===== src/rtl/lcd_char_buffer.sv =====
// Character frame buffer for a 2x16 HD44780-style LCD driver: host bytes are
// decoded into a 32-entry screen image at a tracked cursor; the driver reads it back via rinc.
module lcd_char_buffer #(
    parameter int          COLS  = 16,
    parameter int          LINES = 2,
    parameter logic [7:0]  BLANK = 8'h20
) (
    input  logic       clk,
    input  logic       reset_n,
    input  logic       wr_valid,
    input  logic [7:0] wr_data,
    output logic       wr_ready,
    input  logic       rinc,
    output logic [7:0] lcd_char,
    output logic       busy,
    output logic       cursor_line,
    output logic [3:0] cursor_col,
    output logic       frame_done
);

    localparam int DEPTH = COLS * LINES;

    typedef enum logic {
        ST_CLEAR = 1'b0,
        ST_IDLE  = 1'b1
    } state_t;

    state_t      state_q, state_d;
    logic [4:0]  clr_cnt_q, clr_cnt_d;
    logic [4:0]  cur_q, cur_d;
    logic [4:0]  rd_ptr_q, rd_ptr_d;
    logic [7:0]  lcd_char_q, lcd_char_d;
    logic        frame_done_q, frame_done_d;

    logic [7:0]  mem [DEPTH];
    logic        mem_we;
    logic [4:0]  mem_addr;
    logic [7:0]  mem_wdata;

    // Handshake: a byte transfers on a rising clk edge where wr_valid && wr_ready;
    // wr_ready is high only in IDLE, so no byte is ever taken during a clear.
    assign wr_ready    = (state_q == ST_IDLE);
    assign busy        = (state_q == ST_CLEAR);
    assign cursor_line = cur_q[4];
    assign cursor_col  = cur_q[3:0];
    assign lcd_char    = lcd_char_q;
    assign frame_done  = frame_done_q;

    always_comb begin
        state_d      = state_q;
        clr_cnt_d    = clr_cnt_q;
        cur_d        = cur_q;
        mem_we       = 1'b0;
        mem_addr     = cur_q;
        mem_wdata    = wr_data;
        rd_ptr_d     = rinc ? rd_ptr_q + 5'd1 : rd_ptr_q;
        frame_done_d = rinc && (rd_ptr_q == 5'd31);
        lcd_char_d   = mem[rd_ptr_q];

        case (state_q)
            ST_CLEAR: begin
                mem_we    = 1'b1;
                mem_addr  = clr_cnt_q;
                mem_wdata = BLANK;
                clr_cnt_d = clr_cnt_q + 5'd1;
                if (clr_cnt_q == 5'd31) state_d = ST_IDLE;
            end
            default: begin
                if (wr_valid) begin
                    case (wr_data)
                        8'h0D: cur_d = {cur_q[4], 4'd0};
                        8'h0A: cur_d = {~cur_q[4], 4'd0};
                        8'h08: if (cur_q[3:0] != 4'd0) cur_d = cur_q - 5'd1;
                        8'h0C: begin
                            cur_d     = 5'd0;
                            clr_cnt_d = 5'd0;
                            state_d   = ST_CLEAR;
                        end
                        default: begin
                            // {line,col} + 1 gives column advance, line toggle and wrap in one add.
                            if (wr_data >= 8'h20 && wr_data != 8'h7F) begin
                                mem_we = 1'b1;
                                cur_d  = cur_q + 5'd1;
                            end
                        end
                    endcase
                end
            end
        endcase
    end

    always_ff @(posedge clk or negedge reset_n) begin
        if (!reset_n) begin
            state_q      <= ST_CLEAR;
            clr_cnt_q    <= 5'd0;
            cur_q        <= 5'd0;
            rd_ptr_q     <= 5'd0;
            lcd_char_q   <= 8'h20;
            frame_done_q <= 1'b0;
        end else begin
            state_q      <= state_d;
            clr_cnt_q    <= clr_cnt_d;
            cur_q        <= cur_d;
            rd_ptr_q     <= rd_ptr_d;
            lcd_char_q   <= lcd_char_d;
            frame_done_q <= frame_done_d;
        end
    end

    // Screen image is initialised by the CLEAR state rather than by reset.
    always_ff @(posedge clk) begin
        if (mem_we) mem[mem_addr] <= mem_wdata;
    end

endmodule


===== config.mk =====
export PLATFORM = sky130hd
export DESIGN_NAME = lcd_char_buffer
export DESIGN_NICKNAME = d
export VERILOG_FILES = /design/src/rtl/lcd_char_buffer.sv
export SDC_FILE = /design/constraint.sdc
export NUM_CORES = 1
export LEC_CHECK = 0
export BUFFER_PORTS_ARGS = -buffer_cell sky130_fd_sc_hd__buf_2
export CAP_MARGIN = 30
export CORE_UTILIZATION = 60
export DETAILED_ROUTE_END_ITERATION = 16
export GPL_TIMING_DRIVEN = 0
export PLACE_DENSITY = 0.74
export SYNTH_ARGS = -nofsm -noshare
export SYNTH_HDL_FRONTEND = slang
export SYNTH_SLANG_ARGS = --single-unit

===== constraint.sdc =====
create_clock -name clk -period 2.4 [get_ports clk]
set_input_delay 0 -clock clk [delete_from_list [all_inputs] [get_ports clk]]
set_output_delay 0 -clock clk [all_outputs]
set_load 0.02 [all_outputs]

==> results of run 1 <==
-- through the flow --
| step | util | instance area [um2] | power [W] | std cells | setup TNS (ns) |
|---|---|---|---|---|---|
| floorplan | - | 11300 | 0.00911 | 552 | 0 |
| global placement | 0.644 | 11700 | 0.0103 | 806 | -73.54 |
| detailed placement | 0.650 | 11800 | 0.0104 | 813 | -80.30 |
| CTS | 0.722 | 13200 | 0.0151 | 874 | 0 |
| global route | 0.726 | 13200 | 0.0157 | 874 | -0.330 |
| finish | 0.726 | 13200 | 0.0152 | 874 | 0 |
-- what timing repair did --
action                                  CTS  global route
endpoints found under the setup margin  291           218
endpoints found under the hold margin    36             0
pin swaps                                 2             2
hold buffers                              7             0
setup buffers                             2             0
gates resized for setup                  75            21
-- worst max-delay path, stage by stage (launching register included) --
cell and delay [ns]:
dfrtp_1 0.44, clkbuf_4 0.28, clkbuf_4 0.30, mux4_2 0.38
mux4_2 0.53, mux2_2 0.31
-- cells in the final DEF, fill, tap and decap left out, drive strengths merged, types with 3 or more instances in the layout --
cell         synthesis  final
a21oi                6      6
clkbuf              18     62
mux2                11     11
ha                   6      6
nand2b               6      6
xnor2                4      4
and3                 3      3
a22o                 4      4
or3                  4      4
nor4                 3      3
o21ai                3      3
a31oi                3      3
mux4                80     80
o32a                 4      4
inv                  5      5
clkinv               0      4
or2                  6      6
nor3                 3      3
edfxtp             256    256
and2                10     10
nor2                42     42
buf                 10     45
nand2               12     12
dfrtp               24     24
dlygate4sd3          0      7
xor2                 3      3
-- path summary, 6_finish.rpt --
| check | startpoint | to | slack [ns] |
|---|---|---|---|
| worst max register to register | rd_ptr_q[1] | lcd_char[6] | 0.03 |
| worst min-delay path | reset_n | cur_q[1] | 0.03 |
| min in group clk | wr_data[6] | mem[16][6] | 0.07 |
| worst max-delay path | rd_ptr_q[1] | lcd_char[6] | 0.03 |
| worst min register to register | clr_cnt_q[0] | clr_cnt_q[0] | 0.57 |
| max in group asynchronous | reset_n | rd_ptr_q[0] | 1.91 |
-- logic make-up (layout without fill, tap and decap cells) --
family	Yosys count	count (layout)
DFF	281	281
AOI/OAI and AO/OA	37	37
buffers and inverters	33	126
adders and majority gates	6	6
xor gates and xnor gates	7	7
muxes	92	92
and+or+nand+nor	96	96
-- power groups by stage --
stage / sequential (W) / combinational [W] / clock, W
global placement: 0.00605 / 0.00428 / 0
finish: 0.00606 / 0.00472 / 0.00440
floorplan: 0.00616 / 0.00295 / 0
CTS: 0.00604 / 0.00464 / 0.00444
global route: 0.00610 / 0.00495 / 0.00465
detailed placement: 0.00608 / 0.00437 / 0
-- synth_stat cells (all sizes together) (2+ instances only) --
cell	instances	area [um2]
edfxtp	256	7690
mux4	80	1800
nor2	42	158
dfrtp	24	601
clkbuf	18	67.6
nand2	12	45.0
mux2	11	124
and2	10	62.6
buf	10	78.8
a21oi	6	30.0
ha	6	75.1
nand2b	6	37.5
or2	6	37.5
inv	5	18.8
a22o	4	35.0
o32a	4	40.0
or3	4	25.0
xnor2	4	35.0
a31oi	3	18.8
and3	3	18.8
nor3	3	15.0
nor4	3	25.0
o21ai	3	15.0
xor2	3	26.3
a21o	2	15.0
a32o	2	20.0
a41oi	2	17.5
nand3	2	10.0
nand4	2	12.5
o31ai	2	15.0
o32ai	2	17.5
-- layer usage --
metal  track usage  share of wire
met1         0.392           0.41
met2         0.434           0.49
met3        0.0437          0.082
met4        0.0643          0.020
met5             0              0
-- flip-flops by register name, indices dropped and copies added, names as in the netlist --
signal / flops
rd_ptr_q: 5
cur_q: 5
wr_ready: 1
mem: 256
clr_cnt_q: 5
lcd_char: 8
frame_done: 1
-- cell type report --
cell class | count | area (um2)
plain buffers | 27 | 175
well taps | 229 | 287
multi-input cells | 238 | 3120
flip-flops and latches | 281 | 8320
clock inverters | 7 | 87.6
inverters | 5 | 18.8
clock buffers | 46 | 870
fillers | 1043 | 4980
repair buffers | 41 | 353
==> metrics, run 1 <==
Num CTS Buffers 29; routability cong. 0.964; post-synthesis compound-gate area fraction 0.0252; Slew @ Worst Pin 0.969 ns; Max Cap Viol 0; core area 18200 um2; Internal 0.0107 W; Worst VDD drop 660 uV; CP required 2.80 ns; Reg power frac 0.399; Mapped Nets 570; initial DRC count 624; Ys Warns 0; initial antenna violation count 0; root buf cell clkbuf_16; worst-skew pair later-pin latency 0.53 ns; Pre-Repair DR Iteration Count 5; Setup WS post-layout 0.0331 ns; hold_ws 0.0250 ns; Switching Share 0.298; final wirelength 24800 um; startpoint types register; vias in the first global route 5995; DR DRC count 0; clock tree buffer depth 3; fraction of registers with async set/reset 0.0890; Final ANT Viol Nets 0; num rows 49; H-tree levels 1; pre-CTS WS -0.711 ns; Die H 139 um; Port Buffers 25; endpoints failing setup 0; endpoint type of the worst setup path register; Seq/Total Area, Yosys 0.735; Pleak 4.30 nW; Avg Cell Area, Syn 20.5 um2; post-synthesis simple-gate area fraction 0.0416; placed wire-length estimate 15800 um; RSZ-0062 raised after global routing true; ANT cells 0; Post-synth EDFFs 256; clock transition at the registers of the reported paths 0.06 ns; DR vias/cell 6.62; Reg2Reg Depth 5; largest family of logic cells by synthesized area multiplexers; DIE WIDTH 139 um; first-pass GRT wire length 37400 um; Critical Path AT 2.77 ns; Hold Crit Class primary input to async pin; Post-Synthesis Cells 552; Psw 0.00452 W; ys flop type edfxtp_1; PwrDens 1150 nW/um2; GRT Total Usage 0.269; XOR/XNOR Fraction of Synth Area 0.00542; synthesized area 11300 um2; Final Cycle Share 0.986; post-synthesis mux area share 0.171; Comb pwr share 0.311; Synth Area in Adders 0.00664; Vias 5787; Routed wire per std cell 28.4 um; CTS tree done; status complete, no violations; flops & latches, synth 281; minimum clock period 2.37 ns; Crit Path Class register to register; max-slew violations 0; slew margin rel. 0.352; grt ovf 0; CP max FO 10; Clock Power Share 0.290; largest net degree at the start of global routing 33; ratio of cells with drive above 1 in the final layout 0.369; Max Clock Skew 0.0110 ns; I/O pin cnt 28; area delta synth->final 17.0%; Sink Count 281; Final Hold Fails 0; fmax 0.422 GHz; Final #Nets 641; Initial Util 0.621; Die ar. 19400 um2; count of cell types in the netlist 49
Note: power is estimated with default switching activity, not from simulation.
==> run 2: changes to the inputs <==
--- a/config.mk
+++ b/config.mk
@@ -5,12 +5,14 @@
 export SDC_FILE = /design/constraint.sdc
 export NUM_CORES = 1
 export LEC_CHECK = 0
+export ABC_AREA = 1
 export BUFFER_PORTS_ARGS = -buffer_cell sky130_fd_sc_hd__buf_2
 export CAP_MARGIN = 30
 export CORE_UTILIZATION = 60
 export DETAILED_ROUTE_END_ITERATION = 16
 export GPL_TIMING_DRIVEN = 0
 export PLACE_DENSITY = 0.74
+export RECOVER_POWER = 50
 export SYNTH_ARGS = -nofsm -noshare
 export SYNTH_HDL_FRONTEND = slang
 export SYNTH_SLANG_ARGS = --single-unit
==> run 2 against run 1 <==
  * The run now ends with max-capacitance violations, max-slew violations left
  * Largest power group unchanged
  * Final area up 1.7%
  * Global-route usage grew 2.8 points
  * Worst setup slack improved by 0.032 ns
  * Non-clock buffer count rose by 17
  * Total power increased by 3.9%
  * Largest cell class unchanged
  * Via count grew 34%
  * Critical endpoint is now mem[7][5]
  * Sequential share of layout area shrank 1.0 points
==> metrics, run 2 <==
worst-skew pair later-pin latency 0.54 ns (about the same); synthesized area 11700 um2 (+3.4%); DR DRC count 0 (unchanged); core area 18900 um2 (+3.8%); Worst VDD drop 701 uV (+6.2%); fraction of registers with async set/reset 0.0890 (unchanged); Multi-input gate area 3160 um2 (+1.2%); max-slew violations 26 (+26); RSZ-0062 raised after global routing true; Routed wire per std cell 21.9 um (-23%); placed wire-length estimate 19300 um (+22%); area delta synth->final 15.0%; Port Buffers 26 (+4.0%); startpoint types register; count of cell types in the netlist 36 (-27%); CP required 2.58 ns (-0.22 ns); H-tree levels 1 (unchanged); status finished with violations; Synth Area in Adders 0.00642 (-0.000218); min-delay src wr_data[0]; XOR/XNOR Fraction of Synth Area 0.00300 (-0.00243); ratio of cells with drive above 1 in the final layout 0.144 (-0.225); Avg Cell Area, Syn 12.2 um2 (-41%); max FFs per register 256 (unchanged); endpoints failing setup 0 (unchanged); Max Cap Viol 1 (+1); Yosys top cell by area edfxtp_1; top-count cell post-synth edfxtp_1; clock tree buffer depth 3 (unchanged); DR vias/cell 5.92 (-11%); first-pass GRT wire length 43600 um (+16%); largest net degree at the start of global routing 33 (unchanged); num rows 50 (+2.0%); Post-Synthesis Cells 961 (+74%); reg2reg start wr_ready; GRT Total Usage 0.297 (+0.0278); Post-synth EDFFs 256 (unchanged); Mapped Nets 979 (+72%); synth cell count leaders edfxtp_1 (256), nand2_1 (188), nor2_1 (113), o21ai_0 (77), a21oi_1 (46); Die H 142 um (+1.7%); post-synthesis simple-gate area fraction 0.119 (+0.0770); Setup crit start wr_ready; Most flops, register mem; area share of the largest cell type after synthesis 0.658 (-0.0223); fillcell total 1363 (+31%); DIE WIDTH 142 um (+1.7%); CTS tree done; minimum clock period 2.33 ns (-0.0324 ns); CP Buf/Inv Count 2 (unchanged); Pleak 4.89 nW (+14%); Slew @ Worst Pin 1.68 ns (+0.709 ns); most frequent cells in the layout edfxtp_1 (256), nand2_1 (188), nor2_1 (81); Hold Crit Class primary input to register; initial DRC count 866 (+39%); initial antenna violation count 0 (unchanged); Seq/Total Area, Yosys 0.711 (-0.0242); Crit Path Class register to register; Die ar. 20000 um2 (+3.4%); routability cong. 0.957 (-0.71%); Sink Count 281 (unchanged); CP max FO 10 (unchanged); vias in the first global route 7385 (+23%); I/O pin cnt 28 (unchanged); PwrDens 1170 nW/um2 (+2.2%); setup TNS 0 ns (unchanged); sequential cell area 8310 um2 (about the same); Final Cycle Share 0.973 (-0.0135); largest family of logic cells by synthesized area simple AND/OR/NAND/NOR gates; post-route cell area 13400 um2 (+1.7%); Critical Path AT 2.52 ns (-0.25 ns); endpoint type of the worst setup path register; Num CTS Buffers 28 (-3.4%); Vias 7746 (+34%); Initial Util 0.619 (-0.00216); Final Hold Fails 0 (unchanged); Placed Area 12300 um2 (+3.9%); root buf cell clkbuf_16; violated checks max-capacitance violations, max-slew violations; Final #Nets 1045 (+63%); critical path's slowest cell nor2_2; most common cell after layout, fill and taps aside edfxtp_1; Ys Warns 0 (unchanged); flops & latches, synth 281 (unchanged); final wirelength 28700 um (+16%); ANT cells 0 (unchanged); Max Clock Skew 0.0131 ns (+0.00216 ns); grt ovf 0 (unchanged); Cell Chain, Critical Path buf_2 > o21ai_0 > inv_1 > nor2_1 > nand2_1 > nor2_2; Pre-Repair DR Iteration Count 5 (unchanged); hold_ws 0.0158 ns (-0.00924 ns); ys flop type edfxtp_1; Crit path max-delay family simple AND/OR/NAND/NOR gates; Post-CTS Setup Bufs 0 (-2); post-synthesis compound-gate area fraction 0.0952 (+0.0700); post-synthesis mux area share 0.0274 (-0.144); slew margin rel. -0.118 (-0.470); fmax 0.428 GHz (+1.4%); Max stage delay on crit path 0.49 ns (-0.04 ns); top post-synthesis cells by area edfxtp_1 (66%), nand2_1 (6.0%), dfrtp_1 (5.1%), nor2_1 (3.6%), o21ai_0 (3.3%); clock transition at the registers of the reported paths 0.06 ns (about the same); Final ANT Viol Nets 0 (unchanged)
-- run 2: changes by cell type in the layout (fill, tap and decap cells not counted), moves of 20 or more --
cell	before	now
o22ai_1	0	33
nor2_1	9	81
nand2_1	10	188
o21ai_0	2	77
inv_1	5	38
o211ai_1	0	25
nand3_1	2	22
a21oi_1	5	46
mux4_2	80	0
mux2i_1	1	32
-- run 2: metrics by stage --
step	worst slack (ns)	std cells	total power [W]	util
after floorplan	0.424	961	0.00945	-
after global placement	-0.0607	1247	0.0112	0.643
after detailed placement	-0.113	1253	0.0113	0.651
after CTS	-0.111	1309	0.0155	0.703
after global routing	-0.0690	1309	0.0164	0.712
final	0.0654	1309	0.0158	0.712
-- run 2: cell families (layout without fill, tap and decap cells) --
family,after synthesis,in the layout
xor+xnor,4,4
compound gates,199,199
buf+inv,94,182
fa+ha+maj,6,6
flops,281,281
mux,32,32
simple gates,345,345
-- run 2: cell type report --
cell class              instances  share of cell area
repair buffers                 36              0.0228
clock inverters                15             0.00959
clock buffers                  37              0.0570
flip-flops and latches        281               0.618
plain buffers                  49              0.0204
well taps                     260              0.0242
inverters                      45              0.0128
multi-input cells             586               0.235
-- run 2: what timing repair did --
item / in CTS / in global routing
resized for setup: 20 / 41
pin swaps: 0 / 1
endpoints found under the setup margin: 152 / 256
endpoints found under the hold margin: 42 / 0
hold buffers: 4 / 0
-- run 2: report_power, final --
part,internal (W),total (W),leakage (nW),switching [W]
Clock,0.00246,0.00423,0.435,0.00177
Sequential,0.00579,0.00596,2.61,0.000168
Combinational,0.00161,0.00559,1.84,0.00397
Total,0.00986,0.0158,4.89,0.00591
-- run 2: path summary, 6_finish.rpt --
check | to | slack [ns] | cells past startpoint
max | mem[7][5] | 0.07 | 6
min | cur_q[4] | 0.02 | 6
max reg2reg | mem[7][5] | 0.07 | 6
min reg2reg | clr_cnt_q[3] | 0.51 | 2
max in group asynchronous | frame_done | 1.00 | 2
min in group asynchronous | clr_cnt_q[3] | 0.43 | 2
-- run 2: tightest hold or removal path: stages --
cell and delay [ns]:
buf_2 0.11, inv_2 0.05, nand3_1 0.10, nor3_1 0.05, nor2_1 0.13, a21oi_2 0.07
-- run 2: metal layers --
| metal | vias to the layer above | share of wire | global-route usage |
|---|---|---|---|
| li1 | 3562 | - | - |
| met1 | 3743 | 0.43 | 0.429 |
| met2 | 383 | 0.47 | 0.470 |
| met3 | 58 | 0.085 | 0.0506 |
| met4 | 0 | 0.024 | 0.0826 |
| met5 | - | 0 | 0 |
